### config.mk
export PLATFORM = sky130hd
export DESIGN_NAME = div_radix2
export DESIGN_NICKNAME = d
export VERILOG_FILES = /design/src/rtl/div_radix2.sv
export SDC_FILE = /design/constraint.sdc
export NUM_CORES = 1
export LEC_CHECK = 0
export BUFFER_PORTS_ARGS = -buffer_cell sky130_fd_sc_hd__buf_2
export CORE_AREA = 8 8 170 172
export DETAILED_ROUTE_END_ITERATION = 16
export DIE_AREA = 0 0 178 180
export GPL_TIMING_DRIVEN = 0
export PLACE_DENSITY = 0.61
export SYNTH_ARGS = -nofsm -noshare
export SYNTH_HDL_FRONTEND = slang
export SYNTH_SLANG_ARGS = --single-unit
### constraint.sdc
create_clock -name clk -period 7.8 [get_ports clk]
set_clock_uncertainty 0.1 [all_clocks]
set_input_delay 1.56 -clock clk [delete_from_list [all_inputs] [get_ports clk]]
set_output_delay 1.56 -clock clk [all_outputs]
set_load 0.005 [all_outputs]
### src/rtl/div_radix2.sv
// div_radix2: multi-cycle radix-2 restoring divider (DIV/DIVU), one quotient bit per clock.
// Ports: clk, rst (async, active-low), signed_div_i, opdata1_i (dividend), opdata2_i (divisor),
//        start_i, annul_i (abort), result_o {rem, quot}, ready_o (one-cycle pulse), busy_o.
// Optional: define DIV_EARLY_OUT_EN to finish at once when |divisor| > |dividend|.
module div_radix2 #(
  parameter int WIDTH = 32
) (
  input  logic               clk,
  input  logic               rst,
  input  logic               signed_div_i,
  input  logic [WIDTH-1:0]   opdata1_i,
  input  logic [WIDTH-1:0]   opdata2_i,
  input  logic               start_i,
  input  logic               annul_i,
  output logic [2*WIDTH-1:0] result_o,
  output logic               ready_o,
  output logic               busy_o
);
  localparam int CW = $clog2(WIDTH) + 1;
  typedef enum logic [1:0] {IDLE, BUSY, DONE} state_t;
  state_t state, state_nxt;
  logic [WIDTH-1:0] rem, quot, dvs, a_mag, b_mag, rem_nxt, quot_nxt, q_fix, r_fix;
  logic [WIDTH:0] trial;
  logic [CW-1:0] cnt;
  logic neg_q, neg_r, qbit, last, early, go;
  assign a_mag = (signed_div_i && opdata1_i[WIDTH-1]) ? -opdata1_i : opdata1_i;
  assign b_mag = (signed_div_i && opdata2_i[WIDTH-1]) ? -opdata2_i : opdata2_i;
`ifdef DIV_EARLY_OUT_EN
  assign early = b_mag > a_mag;
`else
  assign early = 1'b0;
`endif
  // Shift the next dividend bit into the partial remainder and keep the
  // subtraction only when it does not borrow.
  assign trial    = {rem, quot[WIDTH-1]} - {1'b0, dvs};
  assign qbit     = ~trial[WIDTH];
  assign rem_nxt  = qbit ? trial[WIDTH-1:0] : {rem[WIDTH-2:0], quot[WIDTH-1]};
  assign quot_nxt = {quot[WIDTH-2:0], qbit};
  assign q_fix    = neg_q ? -quot_nxt : quot_nxt;
  assign r_fix    = neg_r ? -rem_nxt : rem_nxt;
  assign last     = cnt == CW'(WIDTH - 1);
  assign go       = start_i && !annul_i;
  assign ready_o  = state == DONE && !annul_i;
  assign busy_o   = state == BUSY;
  always_comb begin
    state_nxt = state;
    if (state == IDLE) state_nxt = go ? ((opdata2_i == '0 || early) ? DONE : BUSY) : IDLE;
    else if (state == BUSY) state_nxt = annul_i ? IDLE : (last ? DONE : BUSY);
    else state_nxt = IDLE;
  end
  always_ff @(posedge clk or negedge rst) begin
    if (!rst) begin
      state    <= IDLE;
      rem      <= '0;
      quot     <= '0;
      dvs      <= '0;
      neg_q    <= 1'b0;
      neg_r    <= 1'b0;
      cnt      <= '0;
      result_o <= '0;
    end else begin
      state <= state_nxt;
      if (state == IDLE && go) begin
        neg_q <= signed_div_i && (opdata1_i[WIDTH-1] ^ opdata2_i[WIDTH-1]);
        neg_r <= signed_div_i && opdata1_i[WIDTH-1];
        dvs   <= b_mag;
        rem   <= '0;
        quot  <= a_mag;
        cnt   <= '0;
        if (opdata2_i == '0) result_o <= '0;
        else if (early) result_o <= {opdata1_i, {WIDTH{1'b0}}};
      end else if (state == BUSY && !annul_i) begin
        rem  <= rem_nxt;
        quot <= quot_nxt;
        cnt  <= cnt + 1'b1;
        if (last) result_o <= {r_fix, q_fix};
      end
    end
  end
endmodule

==> metrics.csv <==
stage;metric;value;unit
run_status;status;finished, final reports clean;
power_and_ir_drop;power.leakage;5.898;nW
synthesis;synth_ff_type;dfrtp_1;
synthesis;netlist_area;11590;sq um
synthesis;synth_cell_type_count;80;
global_route;grt_usage;0.2331;
critical_path;critPathKind;reg2reg;
sta;tightestPinTransition;966.6;ps
detailed_routing;antenna_left;0;
clock_tree;cts_max_level;4;
synthesis;synth_warnings;0;
synthesis;syn_nets;1510;
clock_tree;cts.sinks;170;
clock_tree;holdBufCountCts;0;
clock_tree;cts_tree;built;
sta;finalSetupTns;0;ps
global_route;grt_antenna_before_repair;5;
sta;finalSetupViolations;0;
power_and_ir_drop;vdd_drop_max;0.0001169;V
detailed_routing;vias;11020;
sta;grt_setup_unrepaired;no;
floorplanning;rows;60;
critical_path;path_cells;inv_1 > ha_1 > inv_1 > fa_1 > a211oi_2 > nor2_1 > o21a_1 > o211ai_1 > mux2_4 > nor2_4 > clkbuf_1 > clkbuf_1 > nand2_1 > o21ai_0 > ha_1 > o21a_1 > nand2_1 > o31ai_2 > xnor2_1 > o21ai_1;
power_and_ir_drop;cellPowerDensity;208.5;nW/um^2
clock_tree;cts_buffer_depth;2;
place;globalplace.congestion;0.9217;
detailed_routing;wirelength;37800;um
place;dp_hpwl;29540;um
global_route;grt_max_degree;104;
synthesis;synth-seq-area-share;0.3669;
clock_tree;cts-buffers-inserted;17;
final_layout;layout_commonest_cell;nand2_1;
detailed_routing;drtIter0Drc;880;
synthesis;synth_edf_count;0;
critical_path;critPathSlowestCell;clkbuf_1;
synthesis;avgSynthCellArea;8.263;sq um
worst_hold_path;worstHoldPathType;reg2reg;
clock_tree;clk_pin_slew;70;ps
synthesis;syn_inst;1403;
clock_tree;cts_resized;0;
final_layout;design_area;13330;sq um
clock_tree;clock_latency;440;ps
detailed_routing;wire_per_inst;19.77;um
sta;finalMaxSlewViolations;0;
floorplanning;initial_core_util;0.4400;
critical_path;crit_path_max_fanout;10;
clock_tree;cts-root-buf;clkbuf_16;
power_and_ir_drop;power;2.779;mW
final_layout;nets;1664;
critical_path;max_stage_delay;590;ps
final_layout;register_area;4254;sq um
final_layout;layout-drive-gt1-share;0.1280;
sta;period_minus_slack;5989;ps
final_layout;fillCellCount;2636;
sta;finalCritPeriodShare;0.7678;
detailed_routing;first_pass_iters;7;
final_layout;area_delta_synth_final;14.98;%
floorplanning;ioPinCount;135;
synthesis;ys_seq_elements;170;
final_layout;final_cell_mix;220 x nand2_1, 205 x o21ai_0, 170 x dfrtp_1;
critical_path;cp.arrival;6190;ps
floorplanning;die-area;32040;sq um
sta;slew_headroom;0.3497;
place;placed_area;12730;sq um
floorplanning;coreArea;26350;sq um
detailed_routing;routed_via_density;5.763;
job;drv_cap;0;
critical_path;critPathCaptureType;register;
floorplanning;fp.dieW;178;um
critical_path;worstSetupStartpointType;register;
sta;max_clock_freq;167.0;MHz
global_route;overflow;0;
global_route;grt_pass1_vias;10650;
clock_tree;cts_setup_buffers;0;
sta;hold_viol;0;
final_layout;multi_input_area;6858;sq um
detailed_routing;drcViolationCount;0;
final_layout;fin_util;0.5059;
synthesis;postSynth.asyncResetShare;1.000;
global_route;grt_pass1_wl;59300;um
place;port_buffers;134;
critical_path;cp.required;8000;ps
floorplanning;dieHeight;180;um
[flip-flops by register name, indices dropped and copies added (netlist names)]
register / count
neg_r: 1
result_o: 64
neg_q: 1
dvs: 32
rem: 32
state: 2
cnt: 6
quot: 32
[synthesized netlist by cell type, drive strengths merged, types with 3 or more instances]
master  count  share of area
a211o       3         0.0023
a211oi      9         0.0067
a21boi      5         0.0032
a21o       10         0.0065
a21oi      76          0.033
a22o        8         0.0060
a22oi      30          0.019
a311oi      3         0.0023
a31o        3         0.0023
a31oi       9         0.0049
and2        7         0.0038
and3        6         0.0032
and4        3         0.0023
buf        18         0.0079
clkbuf     53          0.017
dfrtp     170           0.37
ha         37          0.040
inv        51          0.017
mux2        3         0.0032
mux2i      18          0.016
nand2     220          0.071
nand2b      8         0.0043
nand3      24          0.010
nand3b      6         0.0039
nand4      14         0.0076
nor2       70          0.023
nor2b       7         0.0038
nor3       25          0.011
nor3b       7         0.0045
nor4       21          0.011
o211a       3         0.0026
o211ai      8         0.0052
o21a       10         0.0065
o21ai     226          0.098
o21bai      3         0.0019
o22ai       4         0.0022
o31a        4         0.0030
o31ai      23          0.016
o41ai       9         0.0091
or3        15         0.0081
or4        10         0.0065
xnor2      67          0.051
xor2       72          0.054
[final timing paths]
kind | startpoint | endpoint | slack (ps) | cells past startpoint
min | result_o[54]$_DFFE_PN0P_ | result_o[54]$_DFFE_PN0P_ | 370 | 2
max | quot[31]$_DFFE_PN0P_ | result_o[62]$_DFFE_PN0P_ | 1810 | 20
min reg2reg | result_o[54]$_DFFE_PN0P_ | result_o[54]$_DFFE_PN0P_ | 370 | 2
max reg2reg | quot[31]$_DFFE_PN0P_ | result_o[62]$_DFFE_PN0P_ | 1810 | 20
min in group asynchronous | rst | result_o[50]$_DFFE_PN0P_ | 1050 | 1
max in group asynchronous | rst | dvs[26]$_DFFE_PN0P_ | 5730 | 2
[critical path: cells and delay by family, from the launching register on]
family,cells,cell delay (ps)
compound gates,7,1900
xor+xnor,1,160
fa+ha+maj,3,970
buf+inv,4,1160
flops,1,410
mux,1,390
simple gates,4,760
[cell type report]
| cell class | instances | share of cell area |
|---|---|---|
| well taps | 341 | 0.03201 |
| clock buffers | 19 | 0.03398 |
| multi-input cells | 1111 | 0.5145 |
| clock inverters | 13 | 0.01098 |
| repair buffers | 135 | 0.05313 |
| plain buffers | 71 | 0.02178 |
| inverters | 51 | 0.01436 |
| flip-flops and latches | 170 | 0.3191 |
| diodes | 1 | 0.0001877 |
[power breakdown]
part | internal, mW | switching [mW]
combinational | 0.301 | 0.531
clock | 0.449 | 0.427
sequential | 0.971 | 0.0995
total | 1.72 | 1.06
[cells by family (layout without fill, tap and decap cells)]
group           Yosys count  in the layout  synth area share
other cells               0              1                 0
buf+inv                 122            289           0.04155
fa+ha+maj                38             38           0.04166
compound gates          464            464            0.2469
simple gates            449            449            0.1792
xor+xnor                139            139            0.1050
flops                   170            170            0.3669
mux                      21             21           0.01878
[metal layers]
layer / share of wire / vias up / GRT usage / wire length (um)
met1: 0.47 / 5299 / 0.3296 / 17790
li1: - / 5332 / - / -
met4: 0.022 / 6 / 0.07071 / 818
met3: 0.065 / 49 / 0.04443 / 2457
met2: 0.44 / 333 / 0.3534 / 16700
met5: 0.00093 / - / 0 / 35
[stage by stage]
stage	std cells	worst slack, ps	hold WS (ps)
finish	1912	1811	373.5
global route	1912	1463	395.5
CTS	1911	1906	381.6
detailed placement	1879	1935	365.6
global placement	1878	1930	358.3
floorplan	1403	3282	349.8
No activity file was read; power rests on OpenSTA's default activity.
